## src/rtl/multicycle_ctrl_if.sv

```systemverilog
// Control/status bundle between the multicycle main controller (master) and the datapath (slave).
interface multicycle_ctrl_if;
  logic [5:0] opcode;
  logic       mem_ready;
  logic       PCWrite;
  logic       PCWriteCond;
  logic       IorD;
  logic       MemRead;
  logic       MemWrite;
  logic       IRWrite;
  logic       MemToReg;
  logic       RegDst;
  logic       RegWrite;
  logic       ALUSrcA;
  logic [1:0] ALUSrcB;
  logic [1:0] ALUOp;
  logic [1:0] PCSrc;
  logic       instr_done;
  logic       illegal_op;
  logic       mem_err;
  logic [3:0] state_o;

  modport master (
    input  opcode, mem_ready,
    output PCWrite, PCWriteCond, IorD, MemRead, MemWrite, IRWrite, MemToReg,
           RegDst, RegWrite, ALUSrcA, ALUSrcB, ALUOp, PCSrc, instr_done,
           illegal_op, mem_err, state_o
  );

  modport slave (
    output opcode, mem_ready,
    input  PCWrite, PCWriteCond, IorD, MemRead, MemWrite, IRWrite, MemToReg,
           RegDst, RegWrite, ALUSrcA, ALUSrcB, ALUOp, PCSrc, instr_done,
           illegal_op, mem_err, state_o
  );
endinterface

```

## src/rtl/multicycle_ctrl.sv

```systemverilog
// Multi-cycle MIPS-subset main controller: sequences fetch/decode/execute/mem/writeback,
// with a ready handshake on memory steps and a watchdog that traps stalled accesses.
module multicycle_ctrl #(
  parameter int unsigned TIMEOUT = 15,
  parameter int unsigned CNT_W   = 4
) (
  input  logic               clk,
  input  logic               rst_n,
  multicycle_ctrl_if.master  bus
);

  typedef enum logic [3:0] {
    S_FETCH   = 4'd0,
    S_DECODE  = 4'd1,
    S_MEMADR  = 4'd2,
    S_MEMRD   = 4'd3,
    S_MEMWB   = 4'd4,
    S_MEMWR   = 4'd5,
    S_EXEC    = 4'd6,
    S_ALUWB   = 4'd7,
    S_BRANCH  = 4'd8,
    S_ADDIEX  = 4'd9,
    S_ADDIWB  = 4'd10,
    S_ILLEGAL = 4'd11,
    S_MEMERR  = 4'd12
  } state_e;

  localparam logic [5:0] OP_RTYPE = 6'b000000;
  localparam logic [5:0] OP_LW    = 6'b100011;
  localparam logic [5:0] OP_SW    = 6'b101011;
  localparam logic [5:0] OP_BEQ   = 6'b000100;
  localparam logic [5:0] OP_ADDI  = 6'b001000;

  localparam logic             WDOG_EN  = (TIMEOUT != 0);
  localparam logic [CNT_W-1:0] CNT_LAST = CNT_W'((TIMEOUT == 0) ? 0 : TIMEOUT - 1);
  localparam logic [CNT_W-1:0] CNT_MAX  = '1;

  state_e             state_q, state_d;
  logic [CNT_W-1:0]   wait_cnt_q, wait_cnt_d;
  logic               illegal_q, illegal_d;
  logic               mem_err_q, mem_err_d;
  logic               mem_wait;

  // State, watchdog counter and sticky error flags
  always_ff @(posedge clk or negedge rst_n) begin
    if (!rst_n) begin
      state_q    <= S_FETCH;
      wait_cnt_q <= '0;
      illegal_q  <= 1'b0;
      mem_err_q  <= 1'b0;
    end else begin
      state_q    <= state_d;
      wait_cnt_q <= wait_cnt_d;
      illegal_q  <= illegal_d;
      mem_err_q  <= mem_err_d;
    end
  end

  // Next-state sequencing; the watchdog trap overrides only a stalled memory step
  always_comb begin
    state_d  = state_q;
    mem_wait = 1'b0;
    case (state_q)
      S_FETCH: begin
        mem_wait = 1'b1;
        if (bus.mem_ready) state_d = S_DECODE;
      end
      S_DECODE: begin
        case (bus.opcode)
          OP_RTYPE:     state_d = S_EXEC;
          OP_LW, OP_SW: state_d = S_MEMADR;
          OP_BEQ:       state_d = S_BRANCH;
          OP_ADDI:      state_d = S_ADDIEX;
          default:      state_d = S_ILLEGAL;
        endcase
      end
      S_MEMADR: state_d = (bus.opcode == OP_LW) ? S_MEMRD : S_MEMWR;
      S_MEMRD: begin
        mem_wait = 1'b1;
        if (bus.mem_ready) state_d = S_MEMWB;
      end
      S_MEMWR: begin
        mem_wait = 1'b1;
        if (bus.mem_ready) state_d = S_FETCH;
      end
      S_EXEC:   state_d = S_ALUWB;
      S_ADDIEX: state_d = S_ADDIWB;
      S_MEMWB, S_ALUWB, S_BRANCH, S_ADDIWB: state_d = S_FETCH;
      S_ILLEGAL, S_MEMERR: state_d = state_q;
      default:  state_d = S_FETCH;
    endcase
    if (WDOG_EN && mem_wait && !bus.mem_ready && (wait_cnt_q == CNT_LAST)) begin
      state_d = S_MEMERR;
    end
  end

  // Saturating stall counter, cleared on any state change; flags latch on entry to the trap states
  always_comb begin
    wait_cnt_d = wait_cnt_q;
    if (state_d != state_q) begin
      wait_cnt_d = '0;
    end else if (mem_wait && !bus.mem_ready && (wait_cnt_q != CNT_MAX)) begin
      wait_cnt_d = wait_cnt_q + CNT_W'(1);
    end
    illegal_d = illegal_q | (state_d == S_ILLEGAL);
    mem_err_d = mem_err_q | (state_d == S_MEMERR);
  end

  // Datapath controls decoded from the current state; FETCH request is masked during reset
  always_comb begin
    bus.PCWrite     = 1'b0;
    bus.PCWriteCond = 1'b0;
    bus.IorD        = 1'b0;
    bus.MemRead     = 1'b0;
    bus.MemWrite    = 1'b0;
    bus.IRWrite     = 1'b0;
    bus.MemToReg    = 1'b0;
    bus.RegDst      = 1'b0;
    bus.RegWrite    = 1'b0;
    bus.ALUSrcA     = 1'b0;
    bus.ALUSrcB     = 2'b00;
    bus.ALUOp       = 2'b00;
    bus.PCSrc       = 2'b00;
    bus.instr_done  = 1'b0;
    case (state_q)
      S_FETCH: begin
        bus.MemRead = rst_n;
        bus.IRWrite = rst_n & bus.mem_ready;
        bus.PCWrite = rst_n & bus.mem_ready;
        bus.ALUSrcB = 2'b01;
      end
      S_DECODE: bus.ALUSrcB = 2'b11;
      S_MEMADR, S_ADDIEX: begin
        bus.ALUSrcA = 1'b1;
        bus.ALUSrcB = 2'b10;
      end
      S_MEMRD: begin
        bus.IorD    = 1'b1;
        bus.MemRead = 1'b1;
      end
      S_MEMWB: begin
        bus.MemToReg   = 1'b1;
        bus.RegWrite   = 1'b1;
        bus.instr_done = 1'b1;
      end
      S_MEMWR: begin
        bus.IorD       = 1'b1;
        bus.MemWrite   = 1'b1;
        bus.instr_done = bus.mem_ready;
      end
      S_EXEC: begin
        bus.ALUSrcA = 1'b1;
        bus.ALUOp   = 2'b10;
      end
      S_ALUWB: begin
        bus.RegDst     = 1'b1;
        bus.RegWrite   = 1'b1;
        bus.instr_done = 1'b1;
      end
      S_BRANCH: begin
        bus.ALUSrcA     = 1'b1;
        bus.ALUOp       = 2'b01;
        bus.PCWriteCond = 1'b1;
        bus.PCSrc       = 2'b01;
        bus.instr_done  = 1'b1;
      end
      S_ADDIWB: begin
        bus.RegWrite   = 1'b1;
        bus.instr_done = 1'b1;
      end
      default: ;
    endcase
  end

  assign bus.state_o    = state_q;
  assign bus.illegal_op = illegal_q;
  assign bus.mem_err    = mem_err_q;

endmodule

```

## src/flat_wrapper.sv

```systemverilog
// flat-port wrapper written by rule: the top's interface ports become plain ports
module multicycle_ctrl_flat 
#(
  parameter int unsigned TIMEOUT = 15,
  parameter int unsigned CNT_W   = 4
)
  (clk, rst_n, bus_opcode, bus_mem_ready, bus_PCWrite, bus_PCWriteCond, bus_IorD, bus_MemRead, bus_MemWrite, bus_IRWrite, bus_MemToReg, bus_RegDst, bus_RegWrite, bus_ALUSrcA, bus_ALUSrcB, bus_ALUOp, bus_PCSrc, bus_instr_done, bus_illegal_op, bus_mem_err, bus_state_o);
  multicycle_ctrl_if bus_i ();
  input  logic clk;
  input  logic rst_n;
  input wire logic [$bits(bus_i.opcode)-1:0] bus_opcode;
  input wire logic [$bits(bus_i.mem_ready)-1:0] bus_mem_ready;
  output wire logic [$bits(bus_i.PCWrite)-1:0] bus_PCWrite;
  output wire logic [$bits(bus_i.PCWriteCond)-1:0] bus_PCWriteCond;
  output wire logic [$bits(bus_i.IorD)-1:0] bus_IorD;
  output wire logic [$bits(bus_i.MemRead)-1:0] bus_MemRead;
  output wire logic [$bits(bus_i.MemWrite)-1:0] bus_MemWrite;
  output wire logic [$bits(bus_i.IRWrite)-1:0] bus_IRWrite;
  output wire logic [$bits(bus_i.MemToReg)-1:0] bus_MemToReg;
  output wire logic [$bits(bus_i.RegDst)-1:0] bus_RegDst;
  output wire logic [$bits(bus_i.RegWrite)-1:0] bus_RegWrite;
  output wire logic [$bits(bus_i.ALUSrcA)-1:0] bus_ALUSrcA;
  output wire logic [$bits(bus_i.ALUSrcB)-1:0] bus_ALUSrcB;
  output wire logic [$bits(bus_i.ALUOp)-1:0] bus_ALUOp;
  output wire logic [$bits(bus_i.PCSrc)-1:0] bus_PCSrc;
  output wire logic [$bits(bus_i.instr_done)-1:0] bus_instr_done;
  output wire logic [$bits(bus_i.illegal_op)-1:0] bus_illegal_op;
  output wire logic [$bits(bus_i.mem_err)-1:0] bus_mem_err;
  output wire logic [$bits(bus_i.state_o)-1:0] bus_state_o;
  assign bus_i.opcode = bus_opcode;
  assign bus_i.mem_ready = bus_mem_ready;
  assign bus_PCWrite = bus_i.PCWrite;
  assign bus_PCWriteCond = bus_i.PCWriteCond;
  assign bus_IorD = bus_i.IorD;
  assign bus_MemRead = bus_i.MemRead;
  assign bus_MemWrite = bus_i.MemWrite;
  assign bus_IRWrite = bus_i.IRWrite;
  assign bus_MemToReg = bus_i.MemToReg;
  assign bus_RegDst = bus_i.RegDst;
  assign bus_RegWrite = bus_i.RegWrite;
  assign bus_ALUSrcA = bus_i.ALUSrcA;
  assign bus_ALUSrcB = bus_i.ALUSrcB;
  assign bus_ALUOp = bus_i.ALUOp;
  assign bus_PCSrc = bus_i.PCSrc;
  assign bus_instr_done = bus_i.instr_done;
  assign bus_illegal_op = bus_i.illegal_op;
  assign bus_mem_err = bus_i.mem_err;
  assign bus_state_o = bus_i.state_o;
  multicycle_ctrl #(.TIMEOUT(TIMEOUT), .CNT_W(CNT_W)) u_core (.clk(clk), .rst_n(rst_n), .bus(bus_i));
endmodule
```

## config.mk

```make
export PLATFORM = sky130hd
export DESIGN_NAME = multicycle_ctrl_flat
export DESIGN_NICKNAME = d
export VERILOG_FILES = /design/src/rtl/multicycle_ctrl_if.sv /design/src/rtl/multicycle_ctrl.sv /design/src/flat_wrapper.sv
export SDC_FILE = /design/constraint.sdc
export NUM_CORES = 1
export LEC_CHECK = 0
export CORE_MARGIN = 4
export CORE_UTILIZATION = 30
export CTS_CLUSTER_DIAMETER = 60
export DETAILED_ROUTE_END_ITERATION = 6
export PLACE_DENSITY = 0.54
export SLEW_MARGIN = 20
export SYNTH_ARGS = -nofsm -noshare
export SYNTH_HDL_FRONTEND = slang
export SYNTH_SLANG_ARGS = --single-unit
```

## constraint.sdc

```tcl
create_clock -name clk -period 3.5 [get_ports clk]
set_clock_uncertainty 0.1 [all_clocks]
set_input_delay 0.525 -clock clk [delete_from_list [all_inputs] [get_ports clk]]
set_output_delay 0.525 -clock clk [all_outputs]
set_load 0.005 [all_outputs]
```

==> results of run 1 <==
-- routing by layer --
layer	part of all wire	routed length, um
met4	0.0077	21
met2	0.49	1332
met1	0.46	1257
met5	0	0
met3	0.045	122
-- through the flow --
| step | area, sq um | hold WS (ns) | utilization | power [mW] | setup slack (ns) |
|---|---|---|---|---|---|
| floorplan | 1065 | 0.1294 | - | 0.1233 | 1.460 |
| global placement | 1370 | 0.3558 | 0.4042 | 0.1375 | 0.7906 |
| detailed placement | 1370 | 0.3534 | 0.4042 | 0.1379 | 0.7829 |
| CTS | 1406 | 0.3734 | 0.4149 | 0.2402 | 0.5732 |
| global route | 1406 | 0.4118 | 0.4149 | 0.2507 | 0.3823 |
| finish | 1406 | 0.3643 | 0.4149 | 0.2337 | 0.5675 |
-- area by class of cell --
class | instances | area [sq um]
timing repair buffer | 32 | 315.3
tap | 46 | 57.56
clock buffer | 4 | 36.28
fill | 352 | 1983
inverter | 3 | 11.26
sequential | 10 | 250.2
multi-input combinational | 111 | 735.7
-- flip-flops by register name, indices dropped and copies added, names as in the netlist --
name and cells:
u_core.bus.state_o 4, u_core.wait_cnt_q 4, u_core.bus.illegal_op 1, u_core.bus.mem_err 1
-- power breakdown --
group          internal [mW]  switching [mW]  total [mW]
Clock                 0.0630          0.0351      0.0981
Sequential             0.116       0.0000147       0.116
Combinational         0.0117         0.00840      0.0201
-- worst max-delay path: stages, from the launching register on --
cell	delay, ns
dfrtp_1	0.83
nand2b_1	0.23
or2_1	0.30
a21oi_1	0.16
clkdlybuf4s50_1	0.52
-- logic make-up after synthesis --
kind of cell / Yosys count / share of synthesized area
simple gates: 63 / 0.3525
other cells: 1 / 0.003522
flops: 10 / 0.2350
fa+ha+maj: 2 / 0.02350
compound gates: 37 / 0.2409
mux: 3 / 0.02938
buf+inv: 14 / 0.07403
xor+xnor: 5 / 0.04114
-- worst min path at each step --
stage / from / endpoint / slack, ns / cells after the start
after global routing: u_core.bus.mem_err / u_core.bus.mem_err / 0.41 / 1
after floorplan: rst_n / u_core.bus.illegal_op / 0.13 / 0
after global placement: u_core.bus.illegal_op / u_core.bus.illegal_op / 0.36 / 1
final: u_core.bus.mem_err / u_core.bus.mem_err / 0.36 / 1
after CTS: u_core.bus.mem_err / u_core.bus.mem_err / 0.37 / 1
after detailed placement: u_core.bus.illegal_op / u_core.bus.illegal_op / 0.35 / 1
-- layout by cell type (no fill, tap or decap), types with 4 or more instances in the layout --
cell,n
nand2_1,10
o21ai_0,8
nor2b_1,5
a21oi_1,8
nor2_1,13
dfrtp_1,10
clkdlybuf4s50_1,30
a21o_1,4
nand2b_1,4
nand3_1,4
==> results.yml, run 1 <==
global_routing:
  use_met1: 0.1700
  track_usage: 0.1290
  first_global_vias: 1027
  antenna_found_initial: 0
  grtUsageMet3: 0.01165
  grt_max_degree: 27
  grt_overflow: 0
  grt_first_pass_wirelength_mm: 4.657
  busiest_layer: "met2"
  grt_use_met2: 0.2175
setup_path:
  cp-end-kind: "output port"
  cp.arrival_ns: 2.31
  cp_max_fo: 26
  cp-start-kind: "flop"
  crit_required_ns: 2.87
  r2r_cells: 5
  r2r_end: "u_core.wait_cnt_q[3]"
  worstSetupEndpoint: "bus_ALUSrcB[1]"
  critPathKind: "reg2out"
  regToRegSetupSlack_ns: 1.13
  reg2reg_from: "u_core.bus.state_o[1]"
  startpoint: "u_core.bus.state_o[1]"
worst_hold_path:
  hp-class: "reg2reg"
run:
  drv_cap: 0
route:
  drt-initial-drc-count: 60
  detail_route.wl_per_cell_um: 13.26
  routed_wirelength_mm: 2.732
  drcViolationCount: 0
  via_count: 1074
  drtAntennaViolNets: 0
  first_pass_iters: 4
  vias_per_cell: 5.214
clock_network:
  clockRootBuffer: "clkbuf_4"
  clockBufferDepth: 2
  htreeDepth: 1
  post_cts_buffers: 0
  cts-buffers-inserted: 3
  clkTransAtPathRegs_ns: 0.06
  hold_buffers: 0
  cts_resized: 0
  clk_latency_ns: 0.25
  cts_sinks: 10
  cts_tree: "yes"
yosys:
  yosys_warnings: 0
  synth-main-ff-cell: "dfrtp_1"
  synth_seq_area_share: 0.2350
  syn_avg_cell_area_sq_um: 7.887
  syn_area_sq_um: 1065
  synth.most_common_cell: "nor2_1"
  synth_top_cells_by_count: "13 x nor2_1, 10 x dfrtp_1, 10 x nand2_1"
  synth_nets: 146
  ys_types: 50
  yosys-top-cells-area: "dfrtp_1 24%, nor2_1 4.6%, buf_4 4.2%"
  synth.top_cell.area_share: 0.2350
  async_flop_share: 1.000
  synth_edf_count: 0
  synth_top_cell_by_area: "dfrtp_1"
  syn_inst: 135
  ys_ff_latch: 10
floorplanning:
  io_pins: 32
  dieArea_sq_um: 4566
  coreArea_sq_um: 3390
  start_util: 0.3141
  fp.dieH_um: 67.58
  row_count: 21
  die_x_um: 67.58
sta:
  min_period_ns: 2.932
  setup-tns-final_ns: 0
  slew_viol_final: 0
  setup_violations: 0
  worst_slew_pin_slew_ns: 0.7534
  post-route-period-util: 0.8379
  max_freq_ghz: 0.3410
  hold_viol: 0
  slew_headroom: 0.4977
  rsz0062_at_grt: "no"
pwr:
  power.leakage_nw: 0.5821
  power_per_cell_area_nw_per_um2: 166.2
  vdd_drop_max_uv: 139.2
final_layout:
  fin_cells: 206
  n_antenna_cell: 0
  nNetsFinal: 172
  syn_to_final_growth_pct: 32.08
  drive_gt1_frac: 0.1125
placement:
  placed_cells: 202
  numPortBuffers: 30
  gp_congestion: 0.8175
  hpwl_mm: 2.211
status:
  status: "finished, final reports clean"
(Power assumes the default switching activity.)
==> inputs of run 2 (changes only) <==
- PLACE_DENSITY: 0.54 -> 0.56
- clock period: 3.5 -> 2.35 ns (I/O delays scaled with it)
==> results.yml, run 2 (synthesis gave the netlist of run 1 again) <==
status:
  status: "finished, final reports clean"
final_layout:
  layout_common_cells: "27 x clkdlybuf4s50_1, 22 x buf_4, 12 x nor2_1"
  final_common_cell: "clkdlybuf4s50_1"
  finalInstanceArea_sq_um: 1598
  fin_cells: 226
  syn_to_final_growth_pct: 50.06
  fillers: 344
  nNetsFinal: 192
  n_antenna_cell: 0
  drive_gt1_frac: 0.2667
  final_core_util: 0.4714
route:
  met1_length_mm: 1.474
  via_count: 1169
  maxUsedRoutingLayer: "met4"
  dr_wl_met2_mm: 1.575
  vias_per_cell: 5.173
  routed_wirelength_mm: 3.233
  drtAntennaViolNets: 0
  first_pass_iters: 4
  wl_met3_um: 156
  drt-initial-drc-count: 50
  drcViolationCount: 0
  detail_route.wl_per_cell_um: 14.31
floorplanning:
  die_x_um: 67.58
  row_count: 21
  coreArea_sq_um: 3390
  dieArea_sq_um: 4566
  fp.dieH_um: 67.58
  io_pins: 32
  start_util: 0.3141
pwr:
  netSwitchingFraction: 0.1948
  vdd_drop_max_uv: 238.0
  seqPwrFrac: 0.485
  p_comb_frac: 0.094
  power.switching_mw: 0.06912
  power_mw: 0.3549
  power.leakage_nw: 0.7198
  power_per_cell_area_nw_per_um2: 222.1
  power.internal_mw: 0.2858
  pwr-share-clk: 0.421
sta:
  post-route-period-util: 0.9614
  max_freq_ghz: 0.4426
  hold_viol: 0
  slew_viol_final: 0
  setup_violations: 0
  min_period_ns: 2.259
  holdWs_ns: 0.3592
clock_network:
  cts_sinks: 10
  cts-buffers-inserted: 3
  clockBufferDepth: 2
  cts_tree: "yes"
  clkTransAtPathRegs_ns: 0.07
  clockRootBuffer: "clkbuf_4"
  hold_buffers: 0
  htreeDepth: 1
  clk_latency_ns: 0.25
setup_path:
  worst_path_largest_cell_delay_ns: 0.53
  cp_max_fo: 6
  crit_chain: "or2_2 > nor3_2 > clkdlybuf4s50_1"
  startpoint: "u_core.bus.state_o[2]"
  critPathKind: "reg2out"
  crit_buf_inv: 1
  critPathTopFamily: "simple AND/OR/NAND/NOR gates"
  cp-end-kind: "output port"
  cp.arrival_ns: 1.81
  reg2reg_from: "u_core.bus.state_o[1]"
  cp-start-kind: "flop"
  crit_slowest_cell: "clkdlybuf4s50_1"
  crit_required_ns: 1.90
placement:
  gp_congestion: 0.8057
  placed_cells: 216
  numPortBuffers: 30
  hpwl_mm: 2.470
  placed_cell_area_sq_um: 1475
global_routing:
  grt_first_pass_wirelength_mm: 5.451
  grt_max_degree: 23
  first_global_vias: 1186
  track_usage: 0.1510
  grt_overflow: 0
  antenna_found_initial: 0
worst_hold_path:
  hp-class: "in2async"
run:
  drv_cap: 0
run 2: cell count changes in the layout (fill, tap and decap cells not counted), sizes merged:
cell           before  now
buf                 2   22
clkdlybuf4s50      30   27
dlymetal6s2s        0    2
dlygate4sd2         0    1
run 2: stage by stage:
step | setup TNS, ns | setup WS, ns
floorplan | 0 | 0.4824
global placement | -0.004902 | -0.004902
detailed placement | -0.09071 | -0.04170
CTS | 0 | 0.004356
global route | -0.001924 | -0.001924
finish | 0 | 0.09077
run 2: final cells by class:
cell class              instances  area (sq um)  area share
flip-flops and latches         10         254.0      0.1590
well taps                      46         57.56     0.03602
inverters                       3         11.26    0.007048
clock buffers                   4         36.28     0.02271
multi-input cells             111         769.5      0.4816
repair buffers                 52         469.2      0.2937
run 2: power groups by stage:
| stage | clock [mW] | sequential, mW | combinational (mW) |
|---|---|---|---|
| after detailed placement | 0 | 0.175 | 0.0338 |
| after floorplan | 0 | 0.175 | 0.00816 |
| after CTS | 0.155 | 0.172 | 0.0336 |
| final | 0.149 | 0.172 | 0.0335 |
| after global routing | 0.168 | 0.172 | 0.0370 |
| after global placement | 0 | 0.175 | 0.0334 |
run 2: metal layers:
| layer | track usage | vias to the layer above |
|---|---|---|
| met4 | 0.04810 | 0 |
| met5 | 0 | - |
| met3 | 0.02163 | 4 |
| met1 | 0.1966 | 552 |
| li1 | - | 576 |
| met2 | 0.2539 | 37 |
run 2: repair_timing:
action | 4_1_cts | 5_1_grt
setup endpoints to repair | 11 | 11
buffers inserted | 4 | 2
resized for setup | 5 | 11
run 2: final timing paths:
kind | endpoint | slack (ns) | cells after the start
max | bus_PCWrite | 0.09 | 3
min | u_core.wait_cnt_q[0] | 0.36 | 2
max reg2reg | u_core.bus.illegal_op | 0.11 | 6
min reg2reg | u_core.bus.illegal_op | 0.36 | 1
max in group asynchronous | u_core.bus.state_o[1] | 1.64 | 2
min in group clk | u_core.bus.illegal_op | 0.36 | 1
run 2: worst register-to-register path: cells and delay by family, from the launching register on:
family	cells	cell delay, ns
AOI/OAI and AO/OA	4	0.90
and+or+nand+nor	1	0.54
DFF	1	0.46
buffers and inverters	1	0.18
